--- src/rtl/io_input_port_pkg.sv ---
// Shared definitions for the external input channel reader.
//   IO_WIDTH        data word width
//   IO_FIFO_DEPTH   number of buffered words (power of two, >= 2)
//   IO_EMPTY_VALUE  value returned by a read that finds the FIFO empty
//   io_log2()       ceiling log2, sizes pointers and the word counter
package io_input_port_pkg;

  localparam int unsigned IO_WIDTH       = 16;
  localparam int unsigned IO_FIFO_DEPTH  = 4;
  localparam logic [15:0] IO_EMPTY_VALUE = 16'h0000;

  // Ceiling log2; a fixed-bound loop keeps it usable in constant contexts.
  function automatic int unsigned io_log2(input int unsigned n);
    int unsigned r;
    r = 0;
    for (int unsigned i = 0; i < 32; i++) begin
      if ((64'd1 << i) < 64'(n)) r = i + 1;
    end
    return r;
  endfunction

endpackage

--- src/rtl/io_input_port_fifo_mem.sv ---
// io_fifo_mem: DEPTH x WIDTH register array backing the input FIFO.
//   CLK     rising-edge clock
//   WrEn    write strobe; WrData is stored at WrAddr on the edge
//   WrAddr  write address
//   WrData  write data
//   RdAddr  read address (combinational read)
//   RdData  contents of the addressed entry
// Contents are not reset; the owner tracks which entries are valid.
module io_fifo_mem
  import io_input_port_pkg::*;
#(
  parameter int unsigned WIDTH = IO_WIDTH,
  parameter int unsigned DEPTH = IO_FIFO_DEPTH
) (
  input  logic                      CLK,
  input  logic                      WrEn,
  input  logic [io_log2(DEPTH)-1:0] WrAddr,
  input  logic [WIDTH-1:0]          WrData,
  input  logic [io_log2(DEPTH)-1:0] RdAddr,
  output logic [WIDTH-1:0]          RdData
);

  logic [WIDTH-1:0] mem_q [DEPTH];
  logic [WIDTH-1:0] mem_d [DEPTH];

  always_comb begin
    mem_d = mem_q;
    if (WrEn) mem_d[WrAddr] = WrData;
  end

  always_ff @(posedge CLK) begin
    mem_q <= mem_d;
  end

  assign RdData = mem_q[RdAddr];

endmodule

--- src/rtl/io_input_port.sv ---
// io_input_port: processor-side reader for the external 16-bit input channel.
// The device pushes words with a valid/ready handshake into a small FIFO; the
// control unit pops them with ReadEn and gets a registered ReadData one cycle
// later.
//   CLK        rising-edge clock
//   Reset      asynchronous, active-low reset
//   DevData    word offered by the device
//   DevValid   device has a word on DevData
//   DevReady   FIFO can accept a word (not full)
//   ReadEn     read strobe, one word per asserted cycle
//   ReadData   registered read result
//   ReadValid  one-cycle pulse: ReadData holds a real FIFO word
//   Empty      no words held
//   Full       DEPTH words held
//   Count      number of words held
//   Underflow  sticky: a read happened while empty
//   ClearErr   synchronous clear of Underflow
module io_input_port
  import io_input_port_pkg::*;
#(
  parameter int unsigned      WIDTH       = IO_WIDTH,
  parameter int unsigned      DEPTH       = IO_FIFO_DEPTH,
  parameter logic [WIDTH-1:0] EMPTY_VALUE = WIDTH'(IO_EMPTY_VALUE)
) (
  input  logic                    CLK,
  input  logic                    Reset,
  input  logic [WIDTH-1:0]        DevData,
  input  logic                    DevValid,
  output logic                    DevReady,
  input  logic                    ReadEn,
  output logic [WIDTH-1:0]        ReadData,
  output logic                    ReadValid,
  output logic                    Empty,
  output logic                    Full,
  output logic [io_log2(DEPTH):0] Count,
  output logic                    Underflow,
  input  logic                    ClearErr
);

  localparam int unsigned AW = io_log2(DEPTH);
  localparam int unsigned CW = AW + 1;

  logic [AW-1:0]    wptr_q, wptr_d;
  logic [AW-1:0]    rptr_q, rptr_d;
  logic [CW-1:0]    count_q, count_d;
  logic [WIDTH-1:0] rdata_q, rdata_d;
  logic             rvalid_q, rvalid_d;
  logic             underflow_q, underflow_d;

  logic             empty, full;
  logic             push, pop, under;
  logic [WIDTH-1:0] mem_rdata;

  // Flags come from the registered count only, never from this cycle's strobes.
  assign empty = (count_q == '0);
  assign full  = (count_q == CW'(DEPTH));

  assign push  = DevValid & ~full;
  assign pop   = ReadEn & ~empty;
  assign under = ReadEn & empty;

  io_fifo_mem #(
    .WIDTH (WIDTH),
    .DEPTH (DEPTH)
  ) u_mem (
    .CLK    (CLK),
    .WrEn   (push),
    .WrAddr (wptr_q),
    .WrData (DevData),
    .RdAddr (rptr_q),
    .RdData (mem_rdata)
  );

  always_comb begin
    wptr_d = wptr_q;
    rptr_d = rptr_q;
    if (push) wptr_d = wptr_q + AW'(1);
    if (pop)  rptr_d = rptr_q + AW'(1);
  end

  always_comb begin
    count_d = count_q;
    unique case ({push, pop})
      2'b10:   count_d = count_q + CW'(1);
      2'b01:   count_d = count_q - CW'(1);
      default: count_d = count_q;
    endcase
  end

  // An empty read reloads the hold register with EMPTY_VALUE; an idle cycle
  // keeps the last value.
  always_comb begin
    rdata_d  = rdata_q;
    rvalid_d = pop;
    if (pop) begin
      rdata_d = mem_rdata;
    end else if (under) begin
      rdata_d = EMPTY_VALUE;
    end
  end

  // A fresh underflow takes priority over ClearErr in the same cycle.
  always_comb begin
    underflow_d = underflow_q;
    if (under) begin
      underflow_d = 1'b1;
    end else if (ClearErr) begin
      underflow_d = 1'b0;
    end
  end

  always_ff @(posedge CLK or negedge Reset) begin
    if (!Reset) begin
      wptr_q      <= '0;
      rptr_q      <= '0;
      count_q     <= '0;
      rdata_q     <= EMPTY_VALUE;
      rvalid_q    <= 1'b0;
      underflow_q <= 1'b0;
    end else begin
      wptr_q      <= wptr_d;
      rptr_q      <= rptr_d;
      count_q     <= count_d;
      rdata_q     <= rdata_d;
      rvalid_q    <= rvalid_d;
      underflow_q <= underflow_d;
    end
  end

  assign DevReady  = ~full;
  assign Empty     = empty;
  assign Full      = full;
  assign Count     = count_q;
  assign ReadData  = rdata_q;
  assign ReadValid = rvalid_q;
  assign Underflow = underflow_q;

endmodule

--- config.mk ---
export PLATFORM = sky130hd
export DESIGN_NAME = io_input_port
export DESIGN_NICKNAME = d
export VERILOG_FILES = /design/src/rtl/io_input_port_pkg.sv /design/src/rtl/io_input_port_fifo_mem.sv /design/src/rtl/io_input_port.sv
export SDC_FILE = /design/constraint.sdc
export NUM_CORES = 1
export LEC_CHECK = 0
export BUFFER_PORTS_ARGS = -buffer_cell sky130_fd_sc_hd__buf_2
export CAP_MARGIN = 20
export CORE_ASPECT_RATIO = 0.8
export CORE_MARGIN = 3
export CORE_UTILIZATION = 40
export DETAILED_ROUTE_END_ITERATION = 16
export SETUP_SLACK_MARGIN = 0.4
export SLEW_MARGIN = 20
export SYNTH_ARGS = -nofsm -noshare
export SYNTH_HDL_FRONTEND = slang
export SYNTH_SLANG_ARGS = --single-unit
--- constraint.sdc ---
create_clock -name CLK -period 3.7 [get_ports CLK]
set_input_delay 0.925 -clock CLK [delete_from_list [all_inputs] [get_ports CLK]]
set_output_delay 0.925 -clock CLK [all_outputs]
set_load 0.1 [all_outputs]
# --- Word-level counts from Yosys, hierarchy flattened ---
# Cells that the tools add are included.
word_totals:
  regBits: 89
  in_bits: 21
  wordCells: 43
classes:
  add_sub_neg: 4
  order_cmp: 3
  eq_ne: 3
  n_mux: 11
  bitwise: 7
  reduce_logical: 5
op_table:
  columns: ["cell", "n"]
  rows:
  - ["$mux 16", 5]
  - ["$bwmux 64", 1]
  - ["$bmux 16 s2", 1]
  - ["$demux 16 s2", 1]
  - ["$ge 3x3->1 const B", 2]
  - ["$not 2->3", 2]
  - ["$pmux 3 s2", 1]
  - ["$reduce_bool 2->1", 3]
  - ["$add 2x1->2 const B", 2]
  - ["$add 3x1->3 const B", 1]
  - ["$and 1x1->1", 3]
  - ["$eq 3x3->1 const B", 1]
  - ["$logic_not 3->1", 1]
  - ["$lt 3x1->1 const B", 1]
  - ["$sub 3x1->3 const B", 1]
  - ["$eq 2x1->1 const B", 1]
  - ["$eq 2x2->1 const B", 1]
  - ["$mux 1", 2]
  - ["$not 1->1", 2]
  - ["$logic_and 1x1->1", 1]

# --- Longest topological paths before layout ---
# Gate-level depths: netlist of run 1.
depth:
  ltp_word: 6
  mapped_depth: 11

# --- Cells and area by module ---
# Synthesis of run 1 repeated with hierarchy kept, for this count alone.
unflattened:
  cells_unflattened: 193
  hier_area_um2: 3453.3
by_module_without_submodules:
  columns: ["mod", "n_inst", "cells_per_inst", "area_per_inst_um2"]
  rows:
  - ["io_fifo_mem", 1, 88, 2377.3]
  - ["io_input_port", 1, 105, 1076.0]

# --- Worst setup path before layout of run 1 ---
# OpenSTA, ideal clock, no wires.
synth_timing:
  kind: "register to register"
  startpoint: "register count_q[2] (netlist: Count[2])"
  endpoint: "register count_q[2] (netlist: Count[2])"
  setup_ns: 0.164
  arrival_ns: 4.149
  required_time_ns: 3.536
  path_slack_ns: -0.613
  path_stages_with_launch: 11
  n_path_buf: 0
  period_less_slack_ns: 4.313
  path_cell_list: "dfrtp_1 nand3_1 inv_1 nor2b_4 inv_1 ha_1 inv_1 fa_1 xor2_1 nor2_1 xor2_1"
synth_via:
  elab_chain_cells: 5
synth_lines:
  columns: ["item", "line_no", "text"]
  rows:
  - ["start, declared", "io_input_port.sv:45", "logic [CW-1:0] count_q, count_d;"]
  - ["start signal, assigned", "io_input_port.sv:123", "count_q <= count_d;"]
  - ["$eq 3x3->1 *", "io_input_port.sv:56", "assign full = (count_q == CW'(DEPTH));"]
  - ["$not 1->1 *", null, null]
  - ["net DevReady", "io_input_port.sv:29", "output logic DevReady,"]
  - ["$and 1x1->1 *", "io_input_port.sv:58", "assign push = DevValid & ~full;"]
  - ["$eq 2x1->1 / $eq 2x2->1 (equally long branches)", "io_input_port.sv:83", "unique case ({push, pop})"]
  - ["$pmux 3 s2 / $reduce_bool 2->1 (equally long branches)", null, null]
# The timed path passes the listed nets; every way through them passes the cells marked *.
# A chain may end at the register's enable or synchronous reset.

# --- Final worst setup path of run 1 ---
layout_timing:
  startpoint: "register count_q[1] (netlist: Count[1])"
  endpoint: "output port Full"
layout_via:
  elab_chain_cells: 1
layout_lines:
  columns: ["item", "line_no", "text"]
  rows:
  - ["$eq 3x3->1", "io_input_port.sv:56", null]
  - ["end, declared", "io_input_port.sv:34", "output logic Full,"]
# Every way passes these cells.

==> summary.txt, run 1 <==
Floorplanning
  • Core footprint: 8164 µm²
  • I/O Pins: 45
  • Die Wd: 109.8 µm
  • Total die area: 9778 µm²
  • Die H: 89.05 µm
  • # rows: 29
  • Initial core utilization: 42.24%

Clock tree
  • Resized cells post-CTS: 0
  • Clock latency on the worst-skew pair: 0.35 ns
  • Setup Fix Bufs, Post-CTS: 0
  • Worst-case clock buffer depth: 2
  • Htree depth: 3
  • CTS tree: done
  • Clk slew on worst S/H paths: 0.08 ns
  • CTS sink cnt: 89
  • Clock root buffer: clkbuf_8
  • Post-CTS Hold Fix Bufs: 0
  • Num CTS Buffers: 9

Critical path
  • CP arrival: 1.57 ns
  • Crit Path Max Fanout: 5
  • CP Launch Point: Count[1]
  • CP Cell Sequence: inv_1 > nand3_4 > clkinvlp_4 > buf_2
  • Crit start category: flop
  • CP required: 2.77 ns
  • RR Startpoint: Count[1]
  • CP Capture Type: output pin
  • Slowest cell on the critical path: dfrtp_2
  • Setup CP Type: reg -> out
  • CP peak stage delay: 0.45 ns

Global route
  • First-pass GRT wire length: 9.287 mm
  • Global route overflow: 0
  • Initial antenna violation count: 0
  • Pin count of the biggest net entering global routing: 26
  • Global Route Usage Sum: 13.38%
  • Vias in the first global route: 1784

Cells and area
  • Share of layout cells above drive strength 1: 30.00%
  • Antenna diodes: 0
  • FF+latch area: 2550 µm²
  • Final nets: 272
  • Most frequent cells in the layout: edfxtp_1 (64), buf_2 (44), dfrtp_1 (23), inv_1 (23), nand2_1 (19)
  • Fill cells: 718
  • P&R area growth vs syn: 14.99%
  • Commonest non-fill, non-tap cell in the layout: edfxtp_1
  • Area of the multi-input gates: 773.2 µm²

Synth
  • Top FF cell, synth: edfxtp_1
  • EDFF count, synth: 64
  • Synth unique cells: 23
  • Post-Synthesis Cells: 195
  • Sequential area share after synthesis: 73.88%
  • Mapped Area: 3448 µm²
  • Async set or reset register ratio after synthesis: 28.09%
  • FF+latch count, synth: 89
  • Syn Area/Cell: 17.68 µm²
  • Syn_nets: 222
  • Syn. warnings: 0

Drt
  • DRC: 0
  • Drt total wl: 5.855 mm
  • Routed Antenna Nets: 0
  • Vias per cell: 4.774
  • Routed wire length per instance: 16.35 µm
  • DR pass1 iterations: 5
  • Via count: 1709
  • 1st-iter DRT viols: 65

Timing
  • Final min period: 2.492 ns
  • Slew margin rel.: 41.72%
  • Highest achievable clock rate: 0.4013 GHz
  • Slew @ Worst Pin: 0.8742 ns
  • Fin. Hold Viols: 0
  • Setup tns final: 0 ns
  • Max Transition Viols Final: 0
  • RSZ-0062 raised after global routing: false
  • Final setup viols: 0
  • Final Skew: 0.008912 ns
  • Final period util: 67.35%

Place
  • RD Place Congestion: 0.6909
  • Port bufs: 44
  • Dpl hpwl: 3.639 mm

Hold path
  • Min-delay src: ReadData[11]
  • Min-Delay Path Class: reg -> reg

Outcome
  • Status: finished, final reports clean

Flow run
  • # Max-Cap Violations: 0
## cell families (layout without fill, tap and decap cells)
| family | Yosys count | in the layout | synth area share, % |
|---|---|---|---|
| fa+ha+maj | 6 | 6 | 2.395 |
| compound gates | 19 | 19 | 2.867 |
| buf+inv | 31 | 86 | 4.209 |
| simple gates | 27 | 27 | 3.592 |
| xor+xnor | 6 | 6 | 1.524 |
| mux | 17 | 17 | 11.54 |
| flops | 89 | 89 | 73.88 |
## worst max-delay path: cells and delay by family (launching register included)
family / cells / cell delay [ns]
DFF: 1 / 0.45
buffers and inverters: 3 / 0.67
and+or+nand+nor: 1 / 0.10
## area by class of cell
class	instances	share of cell area, %
clock buffer	12	3.660
clock inverter	4	0.7258
inverter	24	2.367
multi-input combinational	75	19.50
sequential	89	64.31
tap	108	3.408
timing repair buffer	46	6.027
## synth_stat cells (all sizes together), types with 3 or more instances
| library cell | number | area (µm²) |
|---|---|---|
| ha | 5 | 62.56 |
| edfxtp | 64 | 1922 |
| xnor2 | 3 | 26.28 |
| xor2 | 3 | 26.28 |
| o21ai | 18 | 90.09 |
| buf | 6 | 51.30 |
| mux4 | 16 | 386.6 |
| nand2 | 19 | 71.32 |
| and2 | 4 | 25.02 |
| dfrtp | 25 | 625.6 |
| inv | 24 | 90.09 |
## per-stage QoR
step	instances	cell area [µm²]	setup slack [ns]	hold WS (ns)	utilization (%)
6_report	358	3965	1.208	0.5110	48.57
5_1_grt	358	3965	1.124	0.5364	48.57
4_1_cts	357	3954	1.178	0.5153	48.43
3_5_place_dp	341	3780	1.070	0.5031	46.30
3_3_place_gp	341	3780	1.171	0.4981	46.30
2_1_floorplan	195	3472	0.4006	0.5339	-
## registers in the layout, indices dropped and copies added (netlist names)
name         flops
wptr_q           2
Count            3
ReadValid        1
Underflow        1
ReadData        16
u_mem.mem_q     64
rptr_q           2
## layer usage
layer	up-vias	share of wire, %	routed length [µm]	global-route usage, %
li1	806	-	-	-
met1	854	43	2519	15.38
met2	47	51	2970	22.80
met3	2	5.8	339	5.343
met4	0	0.44	26	4.870
met5	-	0	0	0
## worst paths after layout
kind	endpoint	slack, ns	cells after the start
worst max-delay path	Full	1.21	4
worst min-delay path	ReadData[11]	0.51	2
worst max register to register	u_mem.mem_q[57]	1.67	5
worst min register to register	ReadData[11]	0.51	2
max in group asynchronous	Count[0]	2.72	1
min in group asynchronous	Count[2]	0.57	1
Power of run 1 is left out: the tool's default activity adds up to more than one toggle a clock period on the data nets, which glitch-free logic cannot reach.
==> run 2: changes to the inputs <==
==> constraint.sdc (replaced) <==
create_clock -name CLK -period 2.09 [get_ports CLK]
set_input_delay 0.5225 -clock CLK [delete_from_list [all_inputs] [get_ports CLK]]
set_output_delay 0.5225 -clock CLK [all_outputs]
set_load 0.1 [all_outputs]
==> summary.txt, run 2 (synthesized netlist as in run 1, its figures left out) <==
Outcome
  • Status: finished, final reports clean (unchanged)

Drt
  • DR pass1 iterations: 4 (was 5)
  • Routed wire length per instance: 17.35 µm (was 16.35 µm)
  • DRC: 0 (unchanged)
  • Via count: 1808 (was 1709)
  • Drt total wl: 6.540 mm (was 5.855 mm)
  • 1st-iter DRT viols: 64 (was 65)
  • Routed Antenna Nets: 0 (unchanged)
  • Vias per cell: 4.796 (was 4.774)

Place
  • RD Place Congestion: 0.6515 (was 0.6909)
  • Port bufs: 44 (unchanged)
  • Placed Cells: 346 (was 341)
  • Dpl hpwl: 3.774 mm (was 3.639 mm)
  • Setup WS pre-CTS: 0.1958 ns (was 1.070 ns)

Cells and area
  • P&R area growth vs syn: 27.79% (was 14.99%)
  • Final nets: 291 (was 272)
  • Non-filler instance count after layout: 377 (was 358)
  • Fill cells: 667 (was 718)
  • Most frequent cells in the layout: edfxtp_1 (64), buf_2 (26), dfrtp_1 (22), inv_1 (19), nand2_1 (19) (was edfxtp_1 (64), buf_2 (44), dfrtp_1 (23), inv_1 (23), nand2_1 (19))
  • Commonest non-fill, non-tap cell in the layout: edfxtp_1 (unchanged)
  • Final core occ: 53.98% (was 48.57%)
  • Biggest register: u_mem.mem_q (unchanged)
  • Max reg flops: 64 (unchanged)
  • Antenna diodes: 0 (unchanged)
  • Share of layout cells above drive strength 1: 39.03% (was 30.00%)

Global route
  • Vias in the first global route: 1880 (was 1784)
  • First-pass GRT wire length: 9.873 mm (was 9.287 mm)
  • Initial antenna violation count: 0 (unchanged)
  • Global Route Usage Sum: 14.17% (was 13.38%)
  • Global route overflow: 0 (unchanged)
  • Pin count of the biggest net entering global routing: 26 (unchanged)

Critical path
  • CP peak stage delay: 0.52 ns (was 0.45 ns)
  • CP Capture Type: output pin (unchanged)
  • Critical path depth: 4 (unchanged)
  • Top Family by Delay on Critical Path: flip-flops (was buffers and inverters)
  • Worst Setup EP: DevReady (was Full)
  • Reg2reg end: Count[2] (was u_mem.mem_q[57])
  • CP Cell Sequence: inv_4 > nand3_4 > buf_4 > buf_12 (was inv_1 > nand3_4 > clkinvlp_4 > buf_2)
  • Critical path buffer and inverter count: 3 (unchanged)
  • CP required: 1.57 ns (was 2.77 ns)
  • CP Launch Point: Count[0] (was Count[1])
  • Crit Path Max Fanout: 5 (unchanged)
  • Slowest cell on the critical path: dfrtp_4 (was dfrtp_2)
  • RR Startpoint: Count[2] (was Count[1])
  • Reg2reg path depth: 10 (was 5)
  • Crit start category: flop (unchanged)
  • Setup CP Type: reg -> out (unchanged)
  • CP arrival: 1.33 ns (was 1.57 ns)
  • R2R Setup Slk: 0.24 ns (was 1.67 ns)

Timing
  • Final min period: 1.852 ns
  • Max Transition Viols Final: 0 (unchanged)
  • Final Skew: 0.01031 ns (was 0.008912 ns)
  • RSZ-0062 raised after global routing: true (was false)
  • Final period util: 88.62%
  • Slew @ Worst Pin: 0.6291 ns (was 0.8742 ns)
  • WHS: 0.1858 ns (was 0.5110 ns)
  • Fin. Hold Viols: 0 (unchanged)
  • Final setup viols: 0 (unchanged)
  • Highest achievable clock rate: 0.5399 GHz
  • Setup ws final: 0.2379 ns (was 1.208 ns)
  • Slew margin rel.: 58.06% (was 41.72%)

Floorplanning
  • # rows: 29 (unchanged)
  • I/O Pins: 45 (unchanged)
  • Initial core utilization: 42.24% (unchanged)
  • Die H: 89.05 µm (unchanged)
  • Total die area: 9778 µm² (unchanged)
  • Die Wd: 109.8 µm (unchanged)
  • Core footprint: 8164 µm² (unchanged)

Clock tree
  • Post-CTS Hold Fix Bufs: 0 (unchanged)
  • Clock latency on the worst-skew pair: 0.35 ns (about the same)
  • Clk slew on worst S/H paths: 0.08 ns (about the same)
  • Worst-case clock buffer depth: 2 (unchanged)
  • CTS sink cnt: 89 (unchanged)
  • Clock root buffer: clkbuf_8 (unchanged)
  • Htree depth: 3 (unchanged)
  • Num CTS Buffers: 9 (unchanged)
  • CTS tree: done (unchanged)

Hold path
  • Min-Delay Path Class: in -> async (was reg -> reg)

Flow run
  • # Max-Cap Violations: 0 (unchanged)
## run 2: worst min-delay path by stage
stage                  from            to  slack, ns  cells past startpoint
2_1_floorplan         Reset   ReadData[0]       0.23                      0
3_3_place_gp   ReadData[14]  ReadData[14]       0.50                      2
3_5_place_dp   ReadData[14]  ReadData[14]       0.50                      2
4_1_cts               Reset   ReadData[4]       0.20                      1
5_1_grt               Reset     rptr_q[0]       0.23                      1
6_report              Reset   ReadData[4]       0.19                      1
## run 2: layer usage
| metal | GRT usage [%] | wire [µm] |
|---|---|---|
| met5 | 0 | 0 |
| met1 | 17.54 | 2987 |
| met4 | 3.737 | 59 |
| met2 | 24.01 | 3192 |
| met3 | 4.910 | 301 |
## run 2: per-stage QoR
step | setup TNS [ns] | instance area [µm²]
final | 0 | 4407
after global routing | 0 | 4407
after CTS | 0 | 4277
after detailed placement | 0 | 3886
after global placement | 0 | 3886
after floorplan | -31.36 | 3503
## run 2: cell type report
class                           count  area, µm²  area share (%)
Clock buffer                       12      135.1           3.066
Tap cell                          108      135.1           3.066
Clock inverter                      4      77.57           1.760
Inverter                           24      98.84           2.243
Timing Repair Buffer               65      596.8           13.54
Multi-Input combinational cell     75      804.5           18.26
Sequential cell                    89       2559           58.06
## run 2: timing repair
item | in CTS | in global routing
pin swaps | 3 | 1
resized for setup | 23 | 16
gates cloned | 1 | 2
endpoints found under the setup margin | 44 | 64
setup buffers | 9 | 3
Power of run 2 is left out for the same reason.
